===== src/rtl/ws2812_pkg.sv =====
// Shared types and default timing for the WS2812 one-wire output stage.
package ws2812_pkg;

  typedef enum logic [1:0] {IDLE, LOAD, BIT, LATCH} state_t;

  localparam int DEF_NUM_LEDS = 7;
  localparam int DEF_T_BIT    = 13;
  localparam int DEF_T0H      = 4;
  localparam int DEF_T1H      = 8;
  localparam int DEF_T_LATCH  = 3000;
  localparam int BYTES_PER_LED = 3;

endpackage


===== src/rtl/ws2812_gamma.sv =====
// 8-bit gamma approximation g = (b*b)>>8; only exists when WS2812_GAMMA_EN is defined.
`ifdef WS2812_GAMMA_EN
module ws2812_gamma (
  input  logic [7:0] byte_i,
  output logic [7:0] byte_o
);

  logic [15:0] sq;

  assign sq     = {8'd0, byte_i} * {8'd0, byte_i};
  assign byte_o = 8'(sq >> 8);

endmodule
`endif


===== src/rtl/ws2812_out.sv =====
// WS2812 NRZ serialiser: snapshots a GRB image per frame, sends it MSB-first, then latches.
// Optional gamma correction of every byte at load time with `define WS2812_GAMMA_EN.
module ws2812_out
  import ws2812_pkg::*;
#(
  parameter int NUM_LEDS = DEF_NUM_LEDS,
  parameter int T_BIT    = DEF_T_BIT,
  parameter int T0H      = DEF_T0H,
  parameter int T1H      = DEF_T1H,
  parameter int T_LATCH  = DEF_T_LATCH
) (
  input  logic                      clk,
  input  logic                      rst_n,
  input  logic [24*NUM_LEDS-1:0]    data_in,
  input  logic                      enable,
  output logic                      dout,
  output logic                      busy,
  output logic                      frame_done
);

  localparam int NB      = BYTES_PER_LED * NUM_LEDS;
  localparam int DW      = 8 * NB;
  localparam int CNT_MAX = (T_LATCH > T_BIT) ? T_LATCH : T_BIT;
  localparam int CNT_W   = $clog2(CNT_MAX);
  localparam int BYTE_W  = $clog2(NB + 1);

  state_t                  state_q, state_d;
  logic [CNT_W-1:0]        cnt_q, cnt_d;
  logic [2:0]              bit_q, bit_d;
  logic [BYTE_W-1:0]       byte_q, byte_d;
  logic [7:0]              shift_q, shift_d;
  logic [NB-1:0][7:0]      snap_q, snap_d;

  logic [BYTE_W-1:0]       byte_nxt;
  logic [BYTE_W-1:0]       ridx;
  logic [7:0]              raw_byte;
  logic [7:0]              load_byte;
  logic [CNT_W-1:0]        thr;

  // byte(k) lives in packed element NB-1-k; the clamp only matters past the last byte.
  assign byte_nxt = byte_q + 1'b1;
  assign ridx     = (byte_nxt < BYTE_W'(NB)) ? (BYTE_W'(NB - 1) - byte_nxt) : '0;
  assign raw_byte = (state_q == LOAD) ? data_in[DW-1 -: 8] : snap_q[ridx];

`ifdef WS2812_GAMMA_EN
  ws2812_gamma u_gamma (
    .byte_i (raw_byte),
    .byte_o (load_byte)
  );
`else
  assign load_byte = raw_byte;
`endif

  assign thr        = shift_q[bit_q] ? CNT_W'(T1H) : CNT_W'(T0H);
  assign dout       = (state_q == BIT) && (cnt_q < thr);
  assign busy       = (state_q != IDLE);
  assign frame_done = (state_q == LATCH) && (cnt_q == CNT_W'(T_LATCH - 1));

  always_ff @(posedge clk or negedge rst_n) begin
    if (!rst_n) begin
      state_q <= LATCH;
      cnt_q   <= '0;
      bit_q   <= 3'd7;
      byte_q  <= '0;
      shift_q <= '0;
      snap_q  <= '0;
    end else begin
      state_q <= state_d;
      cnt_q   <= cnt_d;
      bit_q   <= bit_d;
      byte_q  <= byte_d;
      shift_q <= shift_d;
      snap_q  <= snap_d;
    end
  end

  always_comb begin
    state_d = state_q;
    cnt_d   = cnt_q;
    bit_d   = bit_q;
    byte_d  = byte_q;
    shift_d = shift_q;
    snap_d  = snap_q;

    case (state_q)
      IDLE: begin
        cnt_d = '0;
        if (enable) state_d = LOAD;
      end

      LOAD: begin
        snap_d  = data_in;
        byte_d  = '0;
        bit_d   = 3'd7;
        shift_d = load_byte;
        cnt_d   = '0;
        state_d = BIT;
      end

      BIT: begin
        if (cnt_q == CNT_W'(T_BIT - 1)) begin
          cnt_d = '0;
          if (bit_q == 3'd0) begin
            if (byte_q == BYTE_W'(NB - 1)) begin
              state_d = LATCH;
            end else begin
              byte_d  = byte_nxt;
              bit_d   = 3'd7;
              shift_d = load_byte;
            end
          end else begin
            bit_d = bit_q - 3'd1;
          end
        end else begin
          cnt_d = cnt_q + 1'b1;
        end
      end

      LATCH: begin
        if (cnt_q == CNT_W'(T_LATCH - 1)) begin
          cnt_d   = '0;
          state_d = enable ? LOAD : IDLE;
        end else begin
          cnt_d = cnt_q + 1'b1;
        end
      end

      default: state_d = LATCH;
    endcase
  end

endmodule


===== config.mk =====
export PLATFORM = sky130hd
export DESIGN_NAME = ws2812_out
export DESIGN_NICKNAME = d
export VERILOG_FILES = /design/src/rtl/ws2812_pkg.sv /design/src/rtl/ws2812_gamma.sv /design/src/rtl/ws2812_out.sv
export SDC_FILE = /design/constraint.sdc
export NUM_CORES = 1
export LEC_CHECK = 0
export ABC_CLOCK_PERIOD_IN_PS = 8700
export CORE_MARGIN = 5
export CORE_UTILIZATION = 55
export DETAILED_ROUTE_END_ITERATION = 7
export PLACE_DENSITY = 0.84
export SLEW_MARGIN = 20
export SYNTH_ARGS = -nofsm -noshare
export SYNTH_HDL_FRONTEND = slang
export SYNTH_SLANG_ARGS = --single-unit

===== constraint.sdc =====
create_clock -name clk -period 8.7 [get_ports clk]
set_clock_uncertainty 0.05 [all_clocks]
set_input_delay 1.305 -clock clk [delete_from_list [all_inputs] [get_ports clk]]
set_output_delay 1.305 -clock clk [all_outputs]
set_load 0.02 [all_outputs]

Word-level counts from Yosys, hierarchy flattened
Cells that the tools add are included.
Widths: inputs -> output; s select.
{ "op_classes": {"addsub": 4, "magnitude_cmp": 4, "n_eq_ne": 13, "n_mux": 29, "n_reduce_logical": 10} }
{ "op_table": {"columns": ["operator", "count"], "rows": [
  ["$bmux 8 s5", 1],
  ["$mux 8", 5],
  ["$pmux 12 s3", 1],
  ["$mux 12", 2],
  ["$mux 5", 4],
  ["$pmux 8 s2", 1],
  ["$add 12x1->12 const B", 1],
  ["$eq 12x12->1 const B", 1],
  ["$eq 12x4->1 const B", 1],
  ["$lt 12x4->1", 1],
  ["$mux 2", 5],
  ["$pmux 5 s2", 1],
  ["$mux 3", 3],
  ["$ne 2x1->1 const B", 4],
  ["$pmux 2 s4", 1],
  ["$lt 5x6->1 const B", 1],
  ["$pmux 3 s2", 1],
  ["$add 5x1->5 const B", 1],
  ["$eq 5x5->1 const B", 1],
  ["$lt 5x5->1 const B", 1],
  ["$reduce_and 5->1", 1],
  ["$sub 5x5->5 const A", 1],
  ["$eq 2x2->1 const B", 2],
  ["$lt 3x4->1 const B", 1],
  ["14 further kinds", 18]
]} }
{ "totals": {"reg_bits": 198, "input_bits": 171, "output_inout_bits": 3, "wordCells": 86} }

Logic depth before layout (Yosys ltp)
Gate-level depths: netlist (run 1).
{ "depth": {"word_depth": 10, "ltp_mapped": 13, "ltp_nobuf": 9} }

Worst setup path before layout (run 1)
No wires, ideal clock.
{ "synth_path": {"kind": "reg2out", "startpoint": "register bit_q[0]", "endpoint": "output dout", "arrival_ps": 1866, "t_required_ps": 7345, "slack_ps": 5479, "path_stages_with_launch": 6, "path_buffers": 0, "cell_sequence": "dfstp_2 -> mux4_2 -> mux2i_1 -> ha_1 -> or4_1 -> a21oi_1"} }
{ "synth_via": {"elab_chain_cells": 5} }
{ "synth_lines": {"columns": ["element", "line_no", "source"], "rows": [
  ["from (decl)", "ws2812_out.sv:29", "logic [2:0] bit_q, bit_d;"],
  ["from (signal assigned)", "ws2812_out.sv:70", "bit_q <= bit_d;"],
  ["$bmux 1 s3", "ws2812_out.sv:54", "assign thr = shift_q[bit_q] ? CNT_W'(T1H) : CNT_W'(T0H);"],
  ["$mux 1 (not written as such)", "ws2812_out.sv:54", null],
  ["$mux 4", "ws2812_out.sv:54", null],
  ["$lt 12x4->1", "ws2812_out.sv:55", "assign dout = (state_q == BIT) && (cnt_q < thr);"],
  ["$logic_and 1x1->1", "ws2812_out.sv:55", null],
  ["to (decl)", "ws2812_out.sv:16", "output logic dout,"]
]} }
No other way between the ends. The select of a mux whose other input is x is not followed.

Final worst setup path (run 1)
{ "layout_path": {"startpoint": "register byte_q[0]", "endpoint": "register shift_q[3]"} }
{ "layout_via": {"elab_chain_cells": 10, "elab_cells_between_ends": 14, "cone_classes": "add/sub (2); order compare (1); eq/ne (2); mux (8); reduce/logical (1)"} }
{ "layout_lines": {"columns": ["element", "line_no", "source"], "rows": [
  ["from (decl)", "ws2812_out.sv:30", "logic [BYTE_W-1:0] byte_q, byte_d;"],
  ["from (signal assigned)", "ws2812_out.sv:71", "byte_q <= byte_d;"],
  ["$add 5x1->5", "ws2812_out.sv:41", "assign byte_nxt = byte_q + 1'b1;"],
  ["$sub 5x5->5 or $lt 5x5->1 (tied branches)", "ws2812_out.sv:42", "assign ridx = (byte_nxt < BYTE_W'(NB)) ? (BYTE_W'(NB - 1) - byte_nxt) : '0;"],
  ["$mux 5", "ws2812_out.sv:42", null],
  ["$bmux 8 s5", "ws2812_out.sv:43", "assign raw_byte = (state_q == LOAD) ? data_in[DW-1 -: 8] : snap_q[ridx];"],
  ["$mux 8 (not written as such)", "ws2812_out.sv:43", null],
  ["$mux 8", "ws2812_out.sv:43", null],
  ["$mux 8", "ws2812_out.sv:104", "if (byte_q == BYTE_W'(NB - 1)) begin"],
  ["$mux 8", "ws2812_out.sv:103", "if (bit_q == 3'd0) begin"],
  ["$mux 8", "ws2812_out.sv:101", "if (cnt_q == CNT_W'(T_BIT - 1)) begin"],
  ["$pmux 8 s2", "ws2812_out.sv:85", "case (state_q)"],
  ["to (signal assigned)", "ws2812_out.sv:72", "shift_q <= shift_d;"],
  ["to (decl)", "ws2812_out.sv:31", "logic [7:0] shift_q, shift_d;"]
]} }
Parallel ways exist; a longest one is shown, timed or not. The select of a mux whose other input is x is not followed.
A chain may end at the register's enable or synchronous reset.

==> results_dict.tcl, run 1 <==
set metrics [dict create \
    status "finished, final reports clean" \
    gr-usage-all-layers_pct 24.7 \
    cts.sinks 198 \
    max_stage_delay_ns 1.05 \
    synth.most_common_cell "dfrtp_1" \
    crit_cells 9 \
    area_delta_synth_final_pct 26.5 \
    n_antenna_cell 0 \
    timing.setup.tns_ns 0 \
    path_clk_slew_ns 0.07 \
    synth_cell_types 57 \
    pwr-share-comb_pct 8.3 \
    rsz0062_at_grt "false" \
    clock_latency_ns 0.45 \
    crit_required_ns 9.01 \
    syn_area_sq_um 9480 \
    finalWorstSetupSlack_ns 3.71 \
    drt_wl_total_microns 24600 \
    path_cells "inv_1 > ha_1 > inv_1 > nand2_1 > a311o_1 > o22ai_1 > or3_1 > a221o_1 > a31oi_1" \
    max_freq_mhz 201 \
    cts_tree "built" \
    initial_utilization_pct 55.4 \
    grt_pass1_vias 7267 \
    finish.instance_area_sq_um 12000 \
    drv_cap 0 \
    r2r_end "shift_q[3]" \
    firstDrtPassIters 6 \
    dieHeight_microns 141 \
    startpoint_type "register" \
    slew_headroom_pct 31.6 \
    viasPerCell 6.06 \
    ctsHoldBuffers 0 \
    cellLeakagePower_uw 0.00472 \
    ys_seq_area_share_pct 52.3 \
    synth_enable_flop_cells 0 \
    worst_path_most_repeated_cell "inv_1" \
    clock_path_buffers 2 \
    clock_power_share_pct 41.2 \
    period_minus_slack_ns 4.99 \
    end_kind "register" \
    synth.largest_area_cell "dfrtp_1" \
    pwr-share-seq_pct 50.5 \
    ff2ff_path_depth 9 \
    numCtsBuffers 17 \
    antenna_found_initial 0 \
    synth_top_area_share_pct 50.9 \
    critPathArrivalTime_ns 5.30 \
    post-route-period-util_pct 57.3 \
    switching_power_uw 470 \
    dpl.hpwl_microns 17500 \
    worstSetupStartpoint "byte_q[0]" \
    worst_hold_slack_ns 0.460 \
    path_buf_inv 2 \
    ctsResizeCount 0 \
    synth_commonest_cells "193 x dfrtp_1, 184 x mux2_2, 45 x nor2_1" \
    drt_iter0_drc 650 \
    slowest_stage "ha_1" \
    p_sw_share_pct 24.0 \
    syn_nets 954 \
    grt_pass1_wl_microns 38400 \
    ys_warn_count 0 \
    grt_max_degree 121 \
    port_buffers 173 \
    syn_area_per_cell_sq_um 12.3 \
    reg2reg_from "byte_q[0]" \
    cp-endpoint "shift_q[3]" \
    internal-power_uw 1490 \
    worst_pin_slew_ns 1.03 \
    hold_viol 0 \
    cts_max_level 4 \
    drive_gt1_share_pct 25.5 \
    hold_path.class "register to register" \
    overflow 0 \
    cellPowerDensity_nw_per_um2 163 \
    synthCells 769 \
    coreArea_sq_um 17100 \
    place_congestion 0.904 \
    r2r_slack_ns 3.71 \
    worstSetupPathType "register to register" \
    wl_per_cell_microns 21.3 \
    dp_slack_ns 3.78 \
    critical_path.max_fanout 25 \
    slew_viol_final 0 \
    ys_top_cells_by_area "dfrtp_1 51%, mux2_2 22%, o22ai_1 2.4%" \
    synth-seq-cells 198 \
    post_cts_buffers 0 \
    ys_async_sr_fraction_pct 100 \
    finalSetupViolations 0 \
    peakVddDrop_mv 0.142 \
    cts-root-buf "clkbuf_16" \
    nets 1105 \
    die_area_sq_um 20000 \
    drc 0 \
    vias 7013 \
    fp-row-count 48 \
    cp_top_family "compound AO/OA/AOI/OAI gates" \
    ant_nets 0 \
    boundaryPins 174 \
    die_w_microns 141 \
    synth-main-ff-cell "dfrtp_1" \
    place_area_sq_um 11400 \
]
-- through the flow --
step                      total power, uW  utilization, %  instances
final                                1960            70.1       1158
after global routing                 2020            70.1       1158
after CTS                            1960            69.8       1157
after detailed placement             1170            66.3       1125
after global placement               1160            66.3       1125
after floorplan                      1050               -        769
-- cells in the final DEF, fill, tap and decap left out, types with 3 or more instances in the layout --
cell type / count
a2111oi_0: 10
a21oi_1: 14
a221o_1: 8
a31oi_1: 11
and2_1: 3
buf_4: 5
clkbuf_16: 17
clkdlybuf4s50_1: 172
dfrtp_1: 193
dfstp_2: 5
ha_1: 13
inv_1: 15
inv_8: 5
mux2_1: 3
mux2_2: 184
mux2i_1: 17
nand2_1: 18
nand2b_1: 4
nand3_1: 12
nand3b_1: 9
nand4_1: 3
nor2_1: 45
nor2b_1: 3
nor3_1: 18
o211ai_1: 8
o21ai_0: 18
o22a_1: 7
o22ai_1: 37
o31ai_1: 4
or3_1: 15
or4_1: 4
xnor2_1: 4
xor2_1: 7
-- how the worst min path moves through the flow --
stage	depth (start not counted)	endpoint	slack (ns)	startpoint
6_report	1	snap_q[22]	0.46	snap_q[22]
4_1_cts	1	snap_q[96]	0.46	snap_q[96]
3_5_place_dp	1	snap_q[96]	0.44	snap_q[96]
2_1_floorplan	1	snap_q[150]	0.42	snap_q[150]
5_1_grt	1	snap_q[29]	0.47	snap_q[29]
3_3_place_gp	1	snap_q[96]	0.44	snap_q[96]
-- metal layers --
| layer | share of wire [%] | wire length [microns] | GRT usage [%] |
|---|---|---|---|
| met1 | 41 | 10100 | 32.3 |
| met2 | 49 | 12200 | 40.8 |
| met3 | 7.2 | 1770 | 5.70 |
| met4 | 2.5 | 617 | 8.52 |
| met5 | 0 | 0 | 0 |
-- state kept, by name, indices dropped and copies added (netlist names) --
| register | count |
|---|---|
| cnt_q | 12 |
| shift_q | 8 |
| state_q | 2 |
| snap_q | 168 |
| byte_q | 5 |
| bit_q | 3 |
-- power by group through the flow --
stage	sequential (uW)	clock [uW]	combinational, uW
after floorplan	994	0	51.2
after global placement	1000	0	158
after detailed placement	1010	0	162
after CTS	988	814	163
after global routing	992	850	175
final	989	808	163
-- cells by family after synthesis --
group,share of synthesized area [%]
DFF,52.3
buffers and inverters,2.68
adders and majority gates,1.85
xor gates and xnor gates,1.02
and+or+nand+nor,7.52
AOI/OAI and AO/OA,10.1
muxes,24.5
-- area by class of cell --
cell class | instances | area [sq um]
multi-input combinational | 508 | 4290
fill | 1231 | 5120
clock inverter | 13 | 159
inverter | 16 | 60.1
clock buffer | 19 | 443
timing repair buffer | 179 | 1800
tap | 225 | 282
sequential | 198 | 4960
Power figures use the tool's default switching activity.
==> run 2, diff against run 1 <==
Settings changed: ABC_CLOCK_PERIOD_IN_PS 8700 to 4500, CORE_UTILIZATION 55 to 48, PLACE_DENSITY 0.84 to 0.78.
Clock period 8.7 ns to 4.5 ns, I/O delays scaled along.
==> results_dict.tcl, run 2 (synthesis gave the netlist of run 1 again) <==
set metrics [dict create \
    status "finished, final reports clean" \
    cp_top_family "compound AO/OA/AOI/OAI gates" \
    clock_latency_ns 0.44 \
    cellLeakagePower_uw 0.00475 \
    reg2reg_from "byte_q[2]" \
    cellPowerDensity_nw_per_um2 313 \
    timing.setup.tns_ns 0 \
    ctsResizeCount 0 \
    end_kind "register" \
    p_sw_share_pct 22.8 \
    crit_required_ns 4.73 \
    viasPerCell 5.71 \
    pwr-share-comb_pct 8.4 \
    slowest_stage "dfrtp_1" \
    fp-row-count 51 \
    hold_viol 0 \
    path_buf_inv 1 \
    slew_headroom_pct 26.8 \
    ff2ff_path_depth 9 \
    largest_registers "snap_q: 168 flops, cnt_q: 12 flops, shift_q: 8 flops" \
    post-route-period-util_pct 83.0 \
    max_stage_delay_ns 0.89 \
    die_area_sq_um 22700 \
    n_antenna_cell 0 \
    peakVddDrop_mv 0.255 \
    ant_nets 0 \
    drv_cap 0 \
    clock_power_share_pct 41.3 \
    nets 1112 \
    firstDrtPassIters 7 \
    r2r_slack_ns 0.77 \
    finish.instance_area_sq_um 12100 \
    pwr-share-seq_pct 50.4 \
    path_cells "ha_1 > nand3_1 > o211ai_1 > nand3_1 > buf_4 > nor2_1 > nor3_1 > a2111oi_0 > a31oi_1" \
    dpl.hpwl_microns 17700 \
    drt_iter0_drc 524 \
    max_freq_mhz 268 \
    critPathArrivalTime_ns 3.97 \
    dieHeight_microns 151 \
    vias 6886 \
    internal-power_uw 2930 \
    switching_power_uw 862 \
    critical_path.max_fanout 25 \
    post_cts_buffers 0 \
    largest_reg_flops 168 \
    initial_utilization_pct 48.7 \
    drt_wl_total_microns 24300 \
    r2r_end "shift_q[1]" \
    wl_per_cell_microns 20.2 \
    drc 0 \
    coreArea_sq_um 19500 \
    worstSetupPathType "register to register" \
    regMostFlops "snap_q" \
    period_minus_slack_ns 3.73 \
    slew_viol_final 0 \
    die_w_microns 151 \
    drive_gt1_share_pct 26.0 \
    grt_pass1_vias 7050 \
    grt_max_degree 125 \
    cts_max_level 4 \
    worst_path_most_repeated_cell "nand3_1" \
    place_area_sq_um 11500 \
    area_delta_synth_final_pct 27.5 \
    overflow 0 \
    hold_path.class "primary input to async pin" \
    numCtsBuffers 17 \
    worst_pin_slew_ns 1.10 \
    cts_tree "built" \
    cts.sinks 198 \
    grt_pass1_wl_microns 38400 \
    path_clk_slew_ns 0.07 \
    gr-usage-all-layers_pct 22.2 \
    startpoint_type "register" \
    final_cell_mix "193 x dfrtp_1, 184 x mux2_2, 172 x clkdlybuf4s50_1, 45 x nor2_1, 37 x o22ai_1" \
    cts-root-buf "clkbuf_16" \
    ctsHoldBuffers 0 \
    place_congestion 0.888 \
    worst_hold_slack_ns 0.134 \
    rsz0062_at_grt "false" \
    antenna_found_initial 0 \
    mostFrequentLayoutCell "dfrtp_1" \
    clock_path_buffers 2 \
    finalSetupViolations 0 \
    fillCellCount 1544 \
    boundaryPins 174 \
    port_buffers 173 \
]
==> run 2: per-layer routing <==
layer	global-route usage, %	vias up	part of all wire [%]
met3	4.91	39	6.1
li1	-	3171	-
met2	34.9	238	49
met5	0	-	0
met4	6.13	0	1.8
met1	31.2	3438	44
==> run 2: worst max path at each step <==
stage	from	cells after the start	end	slack, ns
2_1_floorplan	byte_q[0]	13	shift_q[6]	1.47
3_3_place_gp	byte_q[2]	9	shift_q[1]	0.90
3_5_place_dp	byte_q[2]	9	shift_q[1]	0.77
4_1_cts	byte_q[2]	9	shift_q[1]	0.76
5_1_grt	byte_q[2]	9	shift_q[1]	0.41
6_report	byte_q[2]	9	shift_q[1]	0.77
==> run 2: cell type report <==
class                      count  area, sq um  area share (%)
sequential                   198         4960            41.0
multi-input combinational    508         4290            35.5
timing repair buffer         186         1850            15.3
clock buffer                  20          447            3.69
tap                          265          332            2.74
clock inverter                12          153            1.26
inverter                      16         60.1           0.497
==> run 2: per-stage QoR <==
| stage | util [%] | std cells | power, uW | setup slack, ns |
|---|---|---|---|---|
| 5_1_grt | 62.1 | 1205 | 3940 | 0.414 |
| 2_1_floorplan | - | 769 | 2020 | 1.47 |
| 3_5_place_dp | 58.9 | 1172 | 2260 | 0.766 |
| 6_report | 62.1 | 1205 | 3790 | 0.766 |
| 3_3_place_gp | 58.9 | 1172 | 2250 | 0.895 |
| 4_1_cts | 61.9 | 1204 | 3820 | 0.757 |
==> run 2: power by group through the flow <==
stage | clock, uW | sequential, uW | combinational, uW
floorplan | 0 | 1920 | 99.0
global placement | 0 | 1940 | 313
detailed placement | 0 | 1940 | 316
CTS | 1590 | 1910 | 318
global route | 1680 | 1920 | 344
finish | 1560 | 1910 | 317
==> run 3, diff against run 2 <==
Settings changed: ABC_CLOCK_PERIOD_IN_PS 4500 to 3280.
Clock period 4.5 ns to 3.28 ns, I/O delays scaled along.
==> results_dict.tcl, run 3 (synthesis gave the netlist of run 1 again) <==
set metrics [dict create \
    critPathArrivalTime_ns 2.56 \
    cts_tree "built" \
    die_area_sq_um 22700 \
    largest_registers "snap_q: 168 flops, cnt_q: 12 flops, shift_q: 8 flops" \
    boundaryPins 174 \
    overflow 0 \
    drive_gt1_share_pct 27.2 \
    hold_path.class "primary input to async pin" \
    worstSetupPathType "register to output pin" \
    final_cell_mix "193 x dfrtp_1, 184 x mux2_2, 171 x clkdlybuf4s50_1, 45 x nor2_1, 37 x o22ai_1" \
    drt_iter0_drc 541 \
    ctsResizeCount 1 \
    drc 0 \
    slew_viol_final 0 \
    grt_pass1_wl_microns 38400 \
    finalSetupViolations 0 \
    die_w_microns 151 \
    place_congestion 0.952 \
    vias 6872 \
    numCtsBuffers 17 \
    clock_path_buffers 2 \
    ff2ff_path_depth 10 \
    drt_wl_total_microns 24300 \
    ctsHoldBuffers 0 \
    dpl.hpwl_microns 17900 \
    initial_utilization_pct 48.7 \
    largest_reg_flops 168 \
    grt_max_degree 107 \
    dp_cells 1186 \
    viasPerCell 5.64 \
    drv_cap 0 \
    dieHeight_microns 151 \
    final_cells 1218 \
    wl_per_cell_microns 19.9 \
    hold_viol 0 \
    finish.instance_area_sq_um 12200 \
    place_area_sq_um 11600 \
    mostFrequentLayoutCell "dfrtp_1" \
    seqCellArea_sq_um 4960 \
    nets 1125 \
    post-route-period-util_pct 94.7 \
    firstDrtPassIters 5 \
    cellLeakagePower_uw 0.00481 \
    cts_max_level 4 \
    regMostFlops "snap_q" \
    port_buffers 173 \
    end_kind "output pin" \
    status "finished, final reports clean" \
    cellPowerDensity_nw_per_um2 420 \
    r2r_slack_ns 0.27 \
    n_antenna_cell 0 \
    grt_pass1_vias 7133 \
    slew_headroom_pct 47.6 \
    antenna_found_initial 0 \
    max_freq_mhz 322 \
    gr-usage-all-layers_pct 21.9 \
    timing.setup.tns_ns 0 \
    rsz0062_at_grt "false" \
    peakVddDrop_mv 0.358 \
    multiInputGateArea_sq_um 4280 \
    cts.sinks 198 \
    crit_required_ns 2.74 \
    coreArea_sq_um 19500 \
    clock_latency_ns 0.44 \
    worst_pin_slew_ns 0.784 \
    ant_nets 0 \
    fillCellCount 1533 \
    post_cts_buffers 0 \
    cts-root-buf "clkbuf_16" \
    critical_path.max_fanout 5 \
    reg2reg_from "byte_q[0]" \
    area_delta_synth_final_pct 28.4 \
    r2r_end "shift_q[4]" \
    fp-row-count 51 \
    startpoint_type "register" \
    period_minus_slack_ns 3.11 \
    path_clk_slew_ns 0.07 \
]
==> run 3: cell count changes in the layout (fill, tap and decap cells not counted), sizes merged <==
cell           delta
clkinv            +8
dlygate4sd2       +1
clkbuf            -3
buf              +13
inv               -4
bufinv            -1
clkdlybuf4s50     -1
==> run 3: worst max path at each step <==
stage	start	end	slack (ns)	cells after the start
global placement	bit_q[0]	dout	0.39	5
global route	bit_q[0]	dout	0.04	6
detailed placement	byte_q[0]	shift_q[6]	0.32	10
CTS	bit_q[0]	dout	0.15	6
floorplan	byte_q[0]	shift_q[6]	0.25	13
finish	bit_q[0]	dout	0.17	6
==> run 3: area by class of cell <==
class / instances / share of cell area [%]
clock buffer: 17 / 3.50
clock inverter: 15 / 1.41
inverter: 16 / 0.494
timing repair buffer: 199 / 16.0
multi-input combinational: 508 / 35.2
tap: 265 / 2.72
sequential: 198 / 40.8
==> run 3: through the flow <==
stage | utilization (%) | worst slack [ns] | hold WS, ns | power (uW)
6_report | 62.5 | 0.174 | 0.0703 | 5120
3_3_place_gp | 59.5 | 0.387 | 0.434 | 3080
3_5_place_dp | 59.5 | 0.320 | 0.442 | 3090
2_1_floorplan | - | 0.249 | 0.146 | 2770
4_1_cts | 62.5 | 0.148 | 0.0939 | 5170
5_1_grt | 62.5 | 0.0445 | 0.117 | 5310
==> run 3: layer usage <==
metal / global-route usage (%) / vias to the layer above / share of wire, %
met4: 4.30 / 0 / 0.94
met2: 35.3 / 216 / 49
li1: - / 3196 / -
met3: 5.48 / 16 / 6.8
met5: 0 / - / 0
met1: 30.5 / 3444 / 44
==> run 3: power by group <==
part           switching (uW)  internal (uW)  total [uW]
registers                63.7           2550        2610
logic                     141            287         428
clock network             991           1080        2070
==> run 3: critical path, stage by stage (launching register included) <==
cell           delay, ns
dfstp_2             0.60
mux4_2              0.24
mux2i_1             0.10
ha_1                0.19
or4_1               0.50
a21oi_1             0.14
dlygate4sd2_1       0.36
